==> src/rtl/debug_bus_master_if.sv <==
// Host-side debug bus bundle: byte command/response streams plus both debug cache ports and core_hold.
// master = the debug bus master block, slave = the host/caches around it.
interface debug_bus_master_if;
  logic        cmd_valid;
  logic [7:0]  cmd_data;
  logic        cmd_ready;
  logic        rsp_valid;
  logic [7:0]  rsp_data;
  logic        rsp_ready;
  logic [31:0] Debug_InstCache_A2;
  logic [31:0] Debug_InstCache_WD2;
  logic [3:0]  Debug_InstCache_WE2;
  logic [31:0] Debug_InstCache_RD2;
  logic [31:0] Debug_DataCache_A2;
  logic [31:0] Debug_DataCache_WD2;
  logic [3:0]  Debug_DataCache_WE2;
  logic [31:0] Debug_DataCache_RD2;
  logic        core_hold;

  modport master (
    input  cmd_valid, cmd_data, rsp_ready, Debug_InstCache_RD2, Debug_DataCache_RD2,
    output cmd_ready, rsp_valid, rsp_data,
    output Debug_InstCache_A2, Debug_InstCache_WD2, Debug_InstCache_WE2,
    output Debug_DataCache_A2, Debug_DataCache_WD2, Debug_DataCache_WE2,
    output core_hold
  );

  modport slave (
    output cmd_valid, cmd_data, rsp_ready, Debug_InstCache_RD2, Debug_DataCache_RD2,
    input  cmd_ready, rsp_valid, rsp_data,
    input  Debug_InstCache_A2, Debug_InstCache_WD2, Debug_InstCache_WE2,
    input  Debug_DataCache_A2, Debug_DataCache_WD2, Debug_DataCache_WE2,
    input  core_hold
  );
endinterface

==> src/rtl/debug_bus_master.sv <==
// Byte-serial command parser driving single-word reads/writes on the inst/data debug cache ports.
// Also owns core_hold, which keeps the core in reset while a program is loaded.
module debug_bus_master #(
  parameter int         READ_LATENCY = 1,
  parameter logic [7:0] ACK_BYTE     = 8'hA5,
  parameter logic [7:0] ERR_BYTE     = 8'hEE
) (
  input logic                CPU_CLK,
  input logic                CPU_RST,
  debug_bus_master_if.master bus
);
  localparam logic [7:0] OP_WR_INST = 8'h01;
  localparam logic [7:0] OP_WR_DATA = 8'h02;
  localparam logic [7:0] OP_RD_INST = 8'h03;
  localparam logic [7:0] OP_RD_DATA = 8'h04;
  localparam logic [7:0] OP_RUN     = 8'h05;
  localparam logic [7:0] OP_HALT    = 8'h06;

  localparam int             WCW       = (READ_LATENCY > 1) ? $clog2(READ_LATENCY) : 1;
  localparam logic [WCW-1:0] WAIT_LAST = WCW'(READ_LATENCY - 1);

  typedef enum logic [2:0] {S_IDLE, S_ADDR, S_DATA, S_ACCESS, S_WAIT, S_RESP} state_e;

  state_e         state_q, state_d;
  logic [7:0]     opcode_q;
  logic [31:0]    addr_q, data_q, rd_data_q;
  logic [1:0]     byte_cnt_q, rsp_cnt_q;
  logic [WCW-1:0] wait_cnt_q;
  logic           core_hold_q;

  logic        cmd_fire, rsp_fire;
  logic        op_write, op_read, op_inst, op_data, op_known, rsp_last, in_access;
  logic [31:0] word_addr;

  assign cmd_fire  = bus.cmd_valid && bus.cmd_ready;
  assign rsp_fire  = bus.rsp_valid && bus.rsp_ready;
  assign op_write  = (opcode_q == OP_WR_INST) || (opcode_q == OP_WR_DATA);
  assign op_read   = (opcode_q == OP_RD_INST) || (opcode_q == OP_RD_DATA);
  assign op_inst   = (opcode_q == OP_WR_INST) || (opcode_q == OP_RD_INST);
  assign op_data   = (opcode_q == OP_WR_DATA) || (opcode_q == OP_RD_DATA);
  assign op_known  = (opcode_q >= OP_WR_INST) && (opcode_q <= OP_HALT);
  assign rsp_last  = op_read ? (rsp_cnt_q == 2'd3) : 1'b1;
  assign in_access = (state_q == S_ACCESS) || (state_q == S_WAIT);
  // Word-aligned access: the low address bits are dropped without complaint.
  assign word_addr = addr_q & 32'hFFFF_FFFC;
  assign bus.core_hold = core_hold_q;

  // NOTE: state is updated with non-blocking assignments so every flop samples pre-edge values.
  always_ff @(posedge CPU_CLK or negedge CPU_RST) begin
    if (!CPU_RST) state_q <= S_IDLE;
    else          state_q <= state_d;
  end

  // NOTE: every output and next-state signal gets a default first, so no path infers a latch.
  always_comb begin
    state_d                 = state_q;
    bus.cmd_ready           = 1'b0;
    bus.rsp_valid           = 1'b0;
    bus.rsp_data            = 8'h00;
    bus.Debug_InstCache_A2  = 32'h0;
    bus.Debug_InstCache_WD2 = 32'h0;
    bus.Debug_InstCache_WE2 = 4'h0;
    bus.Debug_DataCache_A2  = 32'h0;
    bus.Debug_DataCache_WD2 = 32'h0;
    bus.Debug_DataCache_WE2 = 4'h0;

    unique case (state_q)
      S_IDLE: begin
        bus.cmd_ready = CPU_RST;
        if (cmd_fire)
          state_d = (cmd_data_has_addr(bus.cmd_data)) ? S_ADDR : S_ACCESS;
      end
      S_ADDR: begin
        bus.cmd_ready = CPU_RST;
        if (cmd_fire && byte_cnt_q == 2'd3) state_d = op_write ? S_DATA : S_ACCESS;
      end
      S_DATA: begin
        bus.cmd_ready = CPU_RST;
        if (cmd_fire && byte_cnt_q == 2'd3) state_d = S_ACCESS;
      end
      S_ACCESS: state_d = op_read ? S_WAIT : S_RESP;
      S_WAIT:   if (wait_cnt_q == WAIT_LAST) state_d = S_RESP;
      S_RESP: begin
        bus.rsp_valid = 1'b1;
        if (op_read)       bus.rsp_data = rd_data_q[8*rsp_cnt_q +: 8];
        else if (op_known) bus.rsp_data = ACK_BYTE;
        else               bus.rsp_data = ERR_BYTE;
        if (rsp_fire && rsp_last) state_d = S_IDLE;
      end
      default: state_d = S_IDLE;
    endcase

    if (in_access && op_inst) bus.Debug_InstCache_A2 = word_addr;
    if (in_access && op_data) bus.Debug_DataCache_A2 = word_addr;
    if (state_q == S_ACCESS && opcode_q == OP_WR_INST) begin
      bus.Debug_InstCache_WD2 = data_q;
      bus.Debug_InstCache_WE2 = 4'hF;
    end
    if (state_q == S_ACCESS && opcode_q == OP_WR_DATA) begin
      bus.Debug_DataCache_WD2 = data_q;
      bus.Debug_DataCache_WE2 = 4'hF;
    end
  end

  function automatic logic cmd_data_has_addr(input logic [7:0] op);
    return (op >= OP_WR_INST) && (op <= OP_RD_DATA);
  endfunction

  always_ff @(posedge CPU_CLK or negedge CPU_RST) begin
    if (!CPU_RST) begin
      opcode_q    <= 8'h00;
      addr_q      <= 32'h0;
      data_q      <= 32'h0;
      rd_data_q   <= 32'h0;
      byte_cnt_q  <= 2'd0;
      rsp_cnt_q   <= 2'd0;
      wait_cnt_q  <= '0;
      core_hold_q <= 1'b1;
    end else begin
      unique case (state_q)
        S_IDLE: if (cmd_fire) begin
          opcode_q   <= bus.cmd_data;
          byte_cnt_q <= 2'd0;
        end
        // The 2-bit byte counter wraps to 0 after byte 3, ready for the next field.
        S_ADDR: if (cmd_fire) begin
          addr_q[8*byte_cnt_q +: 8] <= bus.cmd_data;
          byte_cnt_q                <= byte_cnt_q + 2'd1;
        end
        S_DATA: if (cmd_fire) begin
          data_q[8*byte_cnt_q +: 8] <= bus.cmd_data;
          byte_cnt_q                <= byte_cnt_q + 2'd1;
        end
        S_ACCESS: begin
          wait_cnt_q <= '0;
          rsp_cnt_q  <= 2'd0;
          if (opcode_q == OP_RUN)  core_hold_q <= 1'b0;
          if (opcode_q == OP_HALT) core_hold_q <= 1'b1;
        end
        S_WAIT: begin
          wait_cnt_q <= wait_cnt_q + 1'b1;
          if (wait_cnt_q == WAIT_LAST)
            rd_data_q <= op_inst ? bus.Debug_InstCache_RD2 : bus.Debug_DataCache_RD2;
        end
        S_RESP: if (rsp_fire) rsp_cnt_q <= rsp_cnt_q + 2'd1;
        default: ;
      endcase
    end
  end
endmodule

==> src/flat_wrapper.sv <==
// flat-port wrapper written by rule: the top's interface ports become plain ports
module debug_bus_master_flat 
#(
  parameter int         READ_LATENCY = 1,
  parameter logic [7:0] ACK_BYTE     = 8'hA5,
  parameter logic [7:0] ERR_BYTE     = 8'hEE
)
  (CPU_CLK, CPU_RST, bus_cmd_valid, bus_cmd_data, bus_rsp_ready, bus_Debug_InstCache_RD2, bus_Debug_DataCache_RD2, bus_cmd_ready, bus_rsp_valid, bus_rsp_data, bus_Debug_InstCache_A2, bus_Debug_InstCache_WD2, bus_Debug_InstCache_WE2, bus_Debug_DataCache_A2, bus_Debug_DataCache_WD2, bus_Debug_DataCache_WE2, bus_core_hold);
  debug_bus_master_if bus_i ();
  input logic CPU_CLK;
  input logic CPU_RST;
  input wire logic [$bits(bus_i.cmd_valid)-1:0] bus_cmd_valid;
  input wire logic [$bits(bus_i.cmd_data)-1:0] bus_cmd_data;
  input wire logic [$bits(bus_i.rsp_ready)-1:0] bus_rsp_ready;
  input wire logic [$bits(bus_i.Debug_InstCache_RD2)-1:0] bus_Debug_InstCache_RD2;
  input wire logic [$bits(bus_i.Debug_DataCache_RD2)-1:0] bus_Debug_DataCache_RD2;
  output wire logic [$bits(bus_i.cmd_ready)-1:0] bus_cmd_ready;
  output wire logic [$bits(bus_i.rsp_valid)-1:0] bus_rsp_valid;
  output wire logic [$bits(bus_i.rsp_data)-1:0] bus_rsp_data;
  output wire logic [$bits(bus_i.Debug_InstCache_A2)-1:0] bus_Debug_InstCache_A2;
  output wire logic [$bits(bus_i.Debug_InstCache_WD2)-1:0] bus_Debug_InstCache_WD2;
  output wire logic [$bits(bus_i.Debug_InstCache_WE2)-1:0] bus_Debug_InstCache_WE2;
  output wire logic [$bits(bus_i.Debug_DataCache_A2)-1:0] bus_Debug_DataCache_A2;
  output wire logic [$bits(bus_i.Debug_DataCache_WD2)-1:0] bus_Debug_DataCache_WD2;
  output wire logic [$bits(bus_i.Debug_DataCache_WE2)-1:0] bus_Debug_DataCache_WE2;
  output wire logic [$bits(bus_i.core_hold)-1:0] bus_core_hold;
  assign bus_i.cmd_valid = bus_cmd_valid;
  assign bus_i.cmd_data = bus_cmd_data;
  assign bus_i.rsp_ready = bus_rsp_ready;
  assign bus_i.Debug_InstCache_RD2 = bus_Debug_InstCache_RD2;
  assign bus_i.Debug_DataCache_RD2 = bus_Debug_DataCache_RD2;
  assign bus_cmd_ready = bus_i.cmd_ready;
  assign bus_rsp_valid = bus_i.rsp_valid;
  assign bus_rsp_data = bus_i.rsp_data;
  assign bus_Debug_InstCache_A2 = bus_i.Debug_InstCache_A2;
  assign bus_Debug_InstCache_WD2 = bus_i.Debug_InstCache_WD2;
  assign bus_Debug_InstCache_WE2 = bus_i.Debug_InstCache_WE2;
  assign bus_Debug_DataCache_A2 = bus_i.Debug_DataCache_A2;
  assign bus_Debug_DataCache_WD2 = bus_i.Debug_DataCache_WD2;
  assign bus_Debug_DataCache_WE2 = bus_i.Debug_DataCache_WE2;
  assign bus_core_hold = bus_i.core_hold;
  debug_bus_master #(.READ_LATENCY(READ_LATENCY), .ACK_BYTE(ACK_BYTE), .ERR_BYTE(ERR_BYTE)) u_core (.CPU_CLK(CPU_CLK), .CPU_RST(CPU_RST), .bus(bus_i));
endmodule
==> config.mk <==
export PLATFORM = sky130hd
export DESIGN_NAME = debug_bus_master_flat
export DESIGN_NICKNAME = d
export VERILOG_FILES = /design/src/rtl/debug_bus_master_if.sv /design/src/rtl/debug_bus_master.sv /design/src/flat_wrapper.sv
export SDC_FILE = /design/constraint.sdc
export NUM_CORES = 1
export LEC_CHECK = 0
export BUFFER_PORTS_ARGS = -buffer_cell sky130_fd_sc_hd__clkbuf_2
export CAP_MARGIN = 20
export CORE_UTILIZATION = 45
export DETAILED_ROUTE_END_ITERATION = 16
export PLACE_DENSITY_LB_ADDON = 0.08
export REMOVE_ABC_BUFFERS = 1
export SKIP_CTS_REPAIR_TIMING = 1
export SLEW_MARGIN = 25
export SYNTH_ARGS = -nofsm -noshare
export SYNTH_HDL_FRONTEND = slang
export SYNTH_SLANG_ARGS = --single-unit
==> constraint.sdc <==
create_clock -name CPU_CLK -period 1.65 [get_ports CPU_CLK]
set_input_delay 0.165 -clock CPU_CLK [delete_from_list [all_inputs] [get_ports CPU_CLK]]
set_output_delay 0.165 -clock CPU_CLK [all_outputs]
set_load 0.1 [all_outputs]
### Word level (Yosys, flattened, before mapping)

Cells that the tools add are included.

| word-level totals | value |
|---|---|
| bits in writable memories | 0 |
| logic and storage cells | 103 |
| output and inout bits | 147 |
| register bits after elaboration | 113 |
| bits in latches | 0 |
| bits of input ports | 76 |
| memories | 0 |
| memory bits (read-only) | 0 |

| operators by class | value |
|---|---|
| reduce and logical (&&, ||, !) cells | 30 |
| $mul | 0 |
| eq/ne operators | 20 |
| bitwise logic cells | 1 |
| magnitude comparators | 4 |
| shift operators | 3 |
| divide/modulo/power cells | 0 |
| muxes and demuxes | 32 |
| $add $sub $neg | 4 |

Operator list:

| cell | count |
|---|---|
| 32-bit two-way mux | 5 |
| 32-bit bitwise mux | 2 |
| 5-bit negation with 34-bit output | 1 |
| 8-bit by 34-bit variable shift with 32-bit output, first input constant | 1 |
| 8-bit by 34-bit indexed part select with 32-bit output | 1 |
| 32-bit by 6-bit indexed part select with 8-bit output | 1 |
| 8-bit by 3-bit == test with 1-bit output, second input constant | 3 |
| 3-bit one-hot mux with 6 select lines | 1 |
| 8-bit by 2-bit == test with 1-bit output, second input constant | 2 |
| 8-bit by 1-bit >= comparator with 1-bit output, second input constant | 2 |
| 8-bit by 3-bit <= comparator with 1-bit output, second input constant | 2 |
| 8-bit two-way mux | 2 |
| 3-bit two-way mux | 5 |
| 2-bit by 1-bit != test with 1-bit output, second input constant | 6 |
| 2-bit AND reduction | 6 |
| 1-bit logical AND | 10 |
| 8-bit by 1-bit == test with 1-bit output, second input constant | 1 |
| 2-bit two-way mux | 4 |
| 4-bit two-way mux | 2 |
| 2-bit one-hot mux with 2 select lines | 2 |
| 2-bit nonzero test | 4 |
| 1-bit two-way mux | 7 |
| 7-bit two-way mux | 1 |
| 3-bit by 2-bit == test with 1-bit output, second input constant | 2 |
| other kinds (14) | 21 |

### Depth between registers and ports, before layout

Gate-level depths: netlist (run 1).

| logic depth | value |
|---|---|
| depth in word-level cells | 7 |
| gate-level depth with buffers | 8 |
| depth with buffers taken out | 6 |

### Worst setup path after synthesis (run 1)

No wires, ideal clock.

| path | value |
|---|---|
| path kind | flip-flop to output port |
| start | register u_core.state_q[0] |
| end | output bus_cmd_ready |
| buffers on the path | 1 |
| arrival time | 2892 ps |
| stages on the path, launching flop included | 4 |
| required time | 1485 ps |
| slack | -1407 ps |
| cells stage by stage | dfrtp_1 buf_4 and2_1 nor3b_1 |

| between the ends | value |
|---|---|
| longest elaborated chain between the ends | 3 |
| elaborated cells on any way between the ends | 5 |
| classes of those cells | 2 x eq/ne; 1 x mux; 2 x reduce/logical |

Ends and longest elaborated chain:

| element | line | source |
|---|---|---|
| start: declaration | debug_bus_master.sv:24 | `state_e state_q, state_d;` |
| start signal: assignment | debug_bus_master.sv:51 | `else state_q <= state_d;` |
| 3-bit by 1-bit == test with 1-bit output (tied with other cells) | debug_bus_master.sv:67 | `unique case (state_q)` |
| 3-bit OR reduction (no line) * | n/a |  |
| 1-bit two-way mux * | debug_bus_master.sv:67 |  |
| end: declaration | flat_wrapper.sv:17 | `output wire logic [$bits(bus_i.cmd_ready)-1:0] bus_cmd_ready;` |

Mark *: on every way between the ends. The rest lies on a longest branch, timed or not.

### Final worst setup path (run 1)

| path | value |
|---|---|
| start | register u_core.opcode_q[3] |
| end | output bus_Debug_DataCache_WD2[17] |

| between the ends | value |
|---|---|
| longest elaborated chain between the ends | 3 |

Ends and longest elaborated chain:

| element | line | source |
|---|---|---|
| start: declaration | debug_bus_master.sv:25 | `logic [7:0] opcode_q;` |
| start signal: assignment | debug_bus_master.sv:122 | `opcode_q <= bus.cmd_data;` |
| 8-bit by 2-bit == test with 1-bit output | debug_bus_master.sv:99 | `if (state_q == S_ACCESS && opcode_q == OP_WR_DATA) begin` |
| 1-bit logical AND | debug_bus_master.sv:99 |  |
| 32-bit two-way mux | debug_bus_master.sv:99 |  |
| end: declaration | flat_wrapper.sv:24 | `output wire logic [$bits(bus_i.Debug_DataCache_WD2)-1:0] bus_Debug_DataCache_WD2;` |

No other way between the ends.

==> flow_summary.json, run 1 <==
{
  "status": "complete, but fails checks",
  "violations": "negative setup slack",
  "first_iter_violations": 292,
  "worstMarginPinSlew_ps": 829,
  "numPortBuffers": 218,
  "detail_route.wl_per_cell_um": 17.3,
  "fmax_mhz": 397,
  "period_minus_slack_ps": 2520,
  "rsz0062_at_grt": "true",
  "die_h_um": 118,
  "ys_async_sr_fraction": 1.00,
  "ys_seq_elements": 111,
  "synth_top_area_share": 0.451,
  "synth.distinct_cells": 49,
  "grt_pass1_wl_um": 28400,
  "slew_viol_final": 0,
  "drtPass1Iterations": 5,
  "required_ps": 1480,
  "fin_skew_ps": 9.33,
  "htree_num_levels": 3,
  "final_area_um2": 10800,
  "grt_pass1_vias": 5707,
  "drv_cap": 0,
  "setup_viol": 232,
  "cts_tree": "yes",
  "max-vdd-ir-drop_mv": 1.27,
  "grt_max_degree": 66,
  "cts_made_buffers": 9,
  "rows": 42,
  "insertion_delay_ps": 350,
  "cts.clk_slew.worst_paths_ps": 80,
  "dpl.hpwl_um": 13300,
  "start_kind": "register",
  "grt-ovfl-total": 0,
  "hold_ws_ps": 31.5,
  "synth_edf_count": 0,
  "drcViolationCount": 0,
  "fin_cells": 1119,
  "path_buf_inv": 3,
  "clockBufferDepth": 2,
  "die_area_um2": 14000,
  "leakagePower_nw": 4.67,
  "fin_ws_ps": -872,
  "die_x_um": 118,
  "cpLargestDelayFamily": "simple AND/OR/NAND/NOR gates",
  "synth_warnings": 0,
  "worst_path_largest_cell_delay_ps": 400,
  "synthCells": 674,
  "cts.sinks": 111,
  "hold_class": "in2async",
  "cp_slowest_cell": "dfrtp_1",
  "final_hold_viol_count": 0,
  "slew_headroom": 0.447,
  "diodes": 0,
  "synth_top_area_cell": "dfrtp_1",
  "cts.root.buffer_cell": "clkbuf_16",
  "final_antenna_net_count": 0,
  "area_delta_synth_final_pct": 76.6,
  "powerDensity_nw_per_um2": 1200,
  "netlist_top_cells_area": "dfrtp_1 45%, and2_1 13%, nand2_1 7.0%",
  "vias": 5835,
  "synth_seq_area_share": 0.456,
  "viasPerCell": 5.21,
  "endpoint_kind": "output port",
  "grt_use_total": 0.255,
  "synth.cell_area_um2": 6100,
  "coreArea_um2": 13200,
  "fin_crit_sh": 1.53,
  "placedCellCount": 1087,
  "synth_area_per_cell_um2": 9.05,
  "placed_area_um2": 9870,
  "crit_arrival_ps": 2360,
  "crit_fanout": 9,
  "path_cells": "nor3_2 -> and2_4 -> nand2_2 -> nor4b_4 -> buf_4 -> buf_6 -> and2_1 -> buf_12",
  "start_util": 0.460,
  "critical_path_class": "reg2out",
  "layout.nets": 1019,
  "antenna_found_initial": 0,
  "drive_above_1_share": 0.481,
  "total_power_mw": 12.9,
  "gp_congestion": 0.860,
  "io_pins": 223,
  "synth_flop_cell": "dfrtp_1",
  "wl_um": 19300,
  "timing.setup.tns_ps": -115240
}
## report_power, final
part	total [mW]	internal, mW	switching [mW]	leakage [nW]
clock network	2.28	1.28	1.00	0.157
registers	4.72	3.82	0.897	1.40
logic	5.92	2.60	3.32	3.12
## metal layers
layer / GRT usage / part of all wire / vias to the layer above
met4: 0.0839 / 0.026 / 0
li1: - / - / 2764
met2: 0.466 / 0.53 / 262
met5: 0 / 0 / -
met3: 0.0391 / 0.069 / 41
met1: 0.305 / 0.38 / 2768
## worst min-delay path, stage by stage
cell	delay, ps
buf_4	100
buf_4	130
buf_4	440
## path summary, 6_finish.rpt
kind,startpoint,cells past startpoint,slack (ps),to
hold reg to reg,u_core.addr_q[6],2,510,u_core.addr_q[6]
hold / removal,CPU_RST,3,30,u_core.data_q[7]
max in group asynchronous,CPU_RST,3,940,u_core.rd_data_q[22]
setup reg to reg,u_core.opcode_q[3],8,-280,u_core.rd_data_q[7]
min in group CPU_CLK,bus_rsp_ready,3,110,u_core.rsp_cnt_q[1]
setup / recovery,u_core.opcode_q[3],8,-870,bus_Debug_DataCache_WD2[17]
## sequential cells by signal, indices dropped and copies added, names as in the netlist
register	flops
u_core.addr_q	30
u_core.bus.core_hold	1
u_core.byte_cnt_q	2
u_core.data_q	32
u_core.opcode_q	8
u_core.rd_data_q	32
u_core.rsp_cnt_q	2
u_core.state_q	3
u_core.wait_cnt_q	1
## synthesized netlist by cell type, types with 2 or more instances
cell type / n
and3b_1: 2
and2_1: 127
nand3_1: 3
nand2b_1: 2
and3_1: 3
xnor2_1: 3
a31oi_1: 4
nor2_1: 48
o21bai_1: 3
nor3b_1: 4
o21ai_1: 57
o31ai_1: 2
ha_1: 5
nor4b_4: 2
inv_1: 6
buf_4: 14
clkbuf_1: 14
mux4_2: 8
nand2_1: 114
o21ai_0: 13
mux2i_1: 32
mux2_2: 8
nor3_1: 4
buf_2: 23
a21oi_1: 39
nand3b_1: 2
dfrtp_1: 110
## metrics by stage
| step | util | setup slack, ps |
|---|---|---|
| floorplan | - | -4770 |
| global placement | 0.745 | -342 |
| detailed placement | 0.745 | -468 |
| CTS | 0.769 | -850 |
| global route | 0.813 | -973 |
| finish | 0.813 | -872 |
## logic make-up (layout without fill, tap and decap cells)
logic type               count (synthesis)  count (layout)  synth area share
multiplexers                            49              49            0.0987
flip-flops                             111             111             0.456
AO/OA/AOI/OAI                          127             127             0.112
XOR/XNOR                                 3               3           0.00431
buffers and inverters                   59             325            0.0497
AND/OR/NAND/NOR                        319             319             0.268
adder cells (fa/ha/maj)                  5               5            0.0103
other                                    1               4          0.000615
## layout make-up
| class | instances | area (µm²) |
|---|---|---|
| Clock inverter | 5 | 61.3 |
| Clock buffer | 11 | 253 |
| Inverter | 7 | 26.3 |
| Tap cell | 176 | 220 |
| Fill cell | 783 | 2470 |
| Timing Repair Buffer | 302 | 4030 |
| Multi-Input combinational cell | 507 | 3400 |
| Sequential cell | 111 | 2780 |
## placed cells by master (no fill, tap or decap), drive strengths merged, types with 4 or more instances in the layout
master    n
a21oi    39
a31oi     4
and2    128
buf     223
clkbuf   89
conb      4
dfrtp   110
ha        5
inv      10
mux2      9
mux2i    32
mux4      8
nand2   114
nor2     49
nor3      5
nor3b     4
o21ai    70
Note: power is estimated with default switching activity, not from simulation.
==> inputs of run 2 (changes only) <==
ABC_AREA = 1   (was not set)
CORE_UTILIZATION = 46   (was 45)
CTS_CLUSTER_SIZE = 25   (was not set)
==> run 2 against run 1 <==
Net effect:
- the flow finishes with violations (negative hold slack, negative setup slack)
- critical path depth down 1
- combinational power up 79%
- design area up 12%
- routed wire length up 63%
- via count up 36%
- global-route usage up 3.5 points
- final cell count up 18%
- hold slack worse by 110 ps
- core utilization up 9.9 points
- register-to-register slack worse by 90 ps
- highest routed layer unchanged
- sequential power about the same
- sequential share of layout area down 2.8 points
==> flow_summary.json, run 2 <==
{
  "synth_top_area_cell": "dfrtp_1",
  "drcViolationCount": 0,
  "grt-ovfl-total": 0,
  "final_antenna_net_count": 0,
  "start_util": 0.472,
  "synth_commonest_cells": "212 x nor2_1, 137 x nand2_1, 119 x o21ai_0",
  "final_hold_viol_count": 51,
  "timing.setup.tns_ps": -88160,
  "p_int_mw": 8.64,
  "layout_commonest_cell": "buf_12",
  "final_area_um2": 12100,
  "required_ps": 1480,
  "drv_cap": 0,
  "slew_headroom": 0.570,
  "synth_seq_area_share": 0.445,
  "rsz0062_at_grt": "true",
  "fmax_mhz": 421,
  "seq_area_um2": 2780,
  "grt_pass1_vias": 6502,
  "hold_class": "in2async",
  "violations": "negative hold slack, negative setup slack",
  "drtPass1Iterations": 7,
  "drive_above_1_share": 0.504,
  "diodes": 0,
  "htree_num_levels": 3,
  "placed_area_um2": 9940,
  "dpl.hpwl_um": 14900,
  "hold_ws_ps": -82.5,
  "crit_arrival_ps": 2210,
  "max-vdd-ir-drop_mv": 0.826,
  "fin_cells": 1317,
  "die_area_um2": 14100,
  "ys_async_sr_fraction": 1.00,
  "synth_edf_count": 0,
  "cts.sinks": 111,
  "coreArea_um2": 13200,
  "vias": 7913,
  "cts.clk_slew.worst_paths_ps": 80,
  "placedCellCount": 1261,
  "synth_compound_area_frac": 0.157,
  "p_seq_frac": 0.265,
  "endpoint_kind": "output port",
  "fin_ws_ps": -723,
  "slew_viol_final": 0,
  "setup_viol": 233,
  "antenna_found_initial": 0,
  "fillers": 483,
  "worstMarginPinSlew_ps": 645,
  "crit_fanout": 15,
  "multi_input_area_um2": 3910,
  "critical_path_class": "reg2out",
  "synth_flop_cell": "dfrtp_1",
  "die_h_um": 119,
  "netlist_top_cells_area": "dfrtp_1 44%, nor2_1 13%, o21ai_0 9.5%",
  "first_iter_violations": 973,
  "fin_skew_ps": 13.3,
  "period_minus_slack_ps": 2370,
  "synth_top_family_by_area": "simple AND/OR/NAND/NOR gates",
  "insertion_delay_ps": 360,
  "viasPerCell": 6.01,
  "layout.nets": 1217,
  "cts_made_buffers": 9,
  "detail_route.wl_per_cell_um": 23.9,
  "synth.cell_area_um2": 6250,
  "synth_adder_area_share": 0.0100,
  "io_pins": 223,
  "synth_most_common_cell": "nor2_1",
  "cts_tree": "yes",
  "synth_area_per_cell_um2": 7.30,
  "powerDensity_nw_per_um2": 1470,
  "grt_pass1_wl_um": 32400,
  "cts.root.buffer_cell": "clkbuf_16",
  "wl_um": 31500,
  "numPortBuffers": 218,
  "rows": 42,
  "p_sw_frac": 0.513,
  "top_regs": "u_core.data_q x32, u_core.rd_data_q x32, u_core.addr_q x30",
  "gp_congestion": 0.882,
  "worstRegToRegCells": 7,
  "die_x_um": 119,
  "area_delta_synth_final_pct": 93.3,
  "p_clk_frac": 0.137,
  "leakagePower_nw": 5.37,
  "synth_top_area_share": 0.440,
  "synth.distinct_cells": 35,
  "synth-simple-area-share": 0.266,
  "netSwitchingPower_mw": 9.10,
  "ys_seq_elements": 111,
  "clockBufferDepth": 2,
  "grt_max_degree": 112,
  "fin_crit_sh": 1.44,
  "status": "complete, but fails checks",
  "start_kind": "register",
  "synth_warnings": 0,
  "grt_use_total": 0.290,
  "synth_xor_area_frac": 0.00140,
  "final_cell_mix": "160 x buf_12, 112 x nand2_1, 108 x nor2_4, 108 x dfrtp_1, 96 x inv_1",
  "synthMuxAreaShare": 0,
  "combPwrFrac": 0.599,
  "synthCells": 856
}
run 2: changes by cell type after synthesis, moves of 17 or more:
cell     previous run  this run
nor2_1             48       212
o21ai_0            13       119
nand3_1             3        20
nand2_1           114       137
o21ai_1            57        19
and2_1            127         0
mux2i_1            32         0
a21oi_1            39        17
inv_1               6       106
run 2: area by class of cell:
| class | instances | area share |
|---|---|---|
| clock inverters | 6 | 0.00694 |
| repair buffers | 309 | 0.360 |
| repair inverters | 2 | 0.00124 |
| flip-flops and latches | 111 | 0.230 |
| well taps | 176 | 0.0182 |
| multi-input cells | 587 | 0.324 |
| inverters | 116 | 0.0400 |
| clock buffers | 10 | 0.0198 |
run 2: worst paths after layout:
| check | from | end | slack, ps |
|---|---|---|---|
| max reg2reg | u_core.opcode_q[5] | u_core.rd_data_q[8] | -370 |
| min | CPU_RST | u_core.data_q[7] | -80 |
| max in group asynchronous | CPU_RST | u_core.opcode_q[1] | 1190 |
| min reg2reg | u_core.rd_data_q[23] | u_core.rd_data_q[23] | 500 |
| min in group CPU_CLK | bus_Debug_DataCache_RD2[23] | u_core.rd_data_q[23] | 50 |
| max | u_core.opcode_q[5] | bus_Debug_InstCache_A2[5] | -720 |
run 2: cells by family (layout without fill, tap and decap cells):
kind of cell,count (synthesis),after routing
fa+ha+maj,5,5
compound gates,182,182
xor+xnor,1,1
flops,111,111
other cells,1,4
buf+inv,163,443
simple gates,393,395
run 2: stage by stage:
step	power (mW)	worst slack, ps	util
after floorplan	8.96	-4760	-
after global placement	11.6	-106	0.751
after detailed placement	11.8	-90.6	0.751
after CTS	14.2	-490	0.775
after global routing	18.3	-816	0.912
final	17.7	-723	0.912
run 2: power by group through the flow:
| stage | clock [mW] | combinational [mW] | sequential, mW |
|---|---|---|---|
| floorplan | 0 | 4.44 | 4.52 |
| global placement | 0 | 7.16 | 4.44 |
| detailed placement | 0 | 7.28 | 4.48 |
| CTS | 2.37 | 7.35 | 4.45 |
| global route | 2.50 | 11.1 | 4.77 |
| finish | 2.43 | 10.6 | 4.69 |
run 2: critical path: stages, from the launching register on:
cell and delay [ps]:
dfrtp_1 440, nor2_2 240, nand3_4 190, nor2_4 190, nand2_4 120, buf_12 200, nor2_1 260, buf_12 220
run 2: metal layers:
layer | vias up | global-route usage | part of all wire
met5 | - | 0 | 0
met4 | 0 | 0.0894 | 0.073
met3 | 212 | 0.0555 | 0.11
met2 | 680 | 0.491 | 0.48
met1 | 3787 | 0.373 | 0.34
li1 | 3234 | - | -
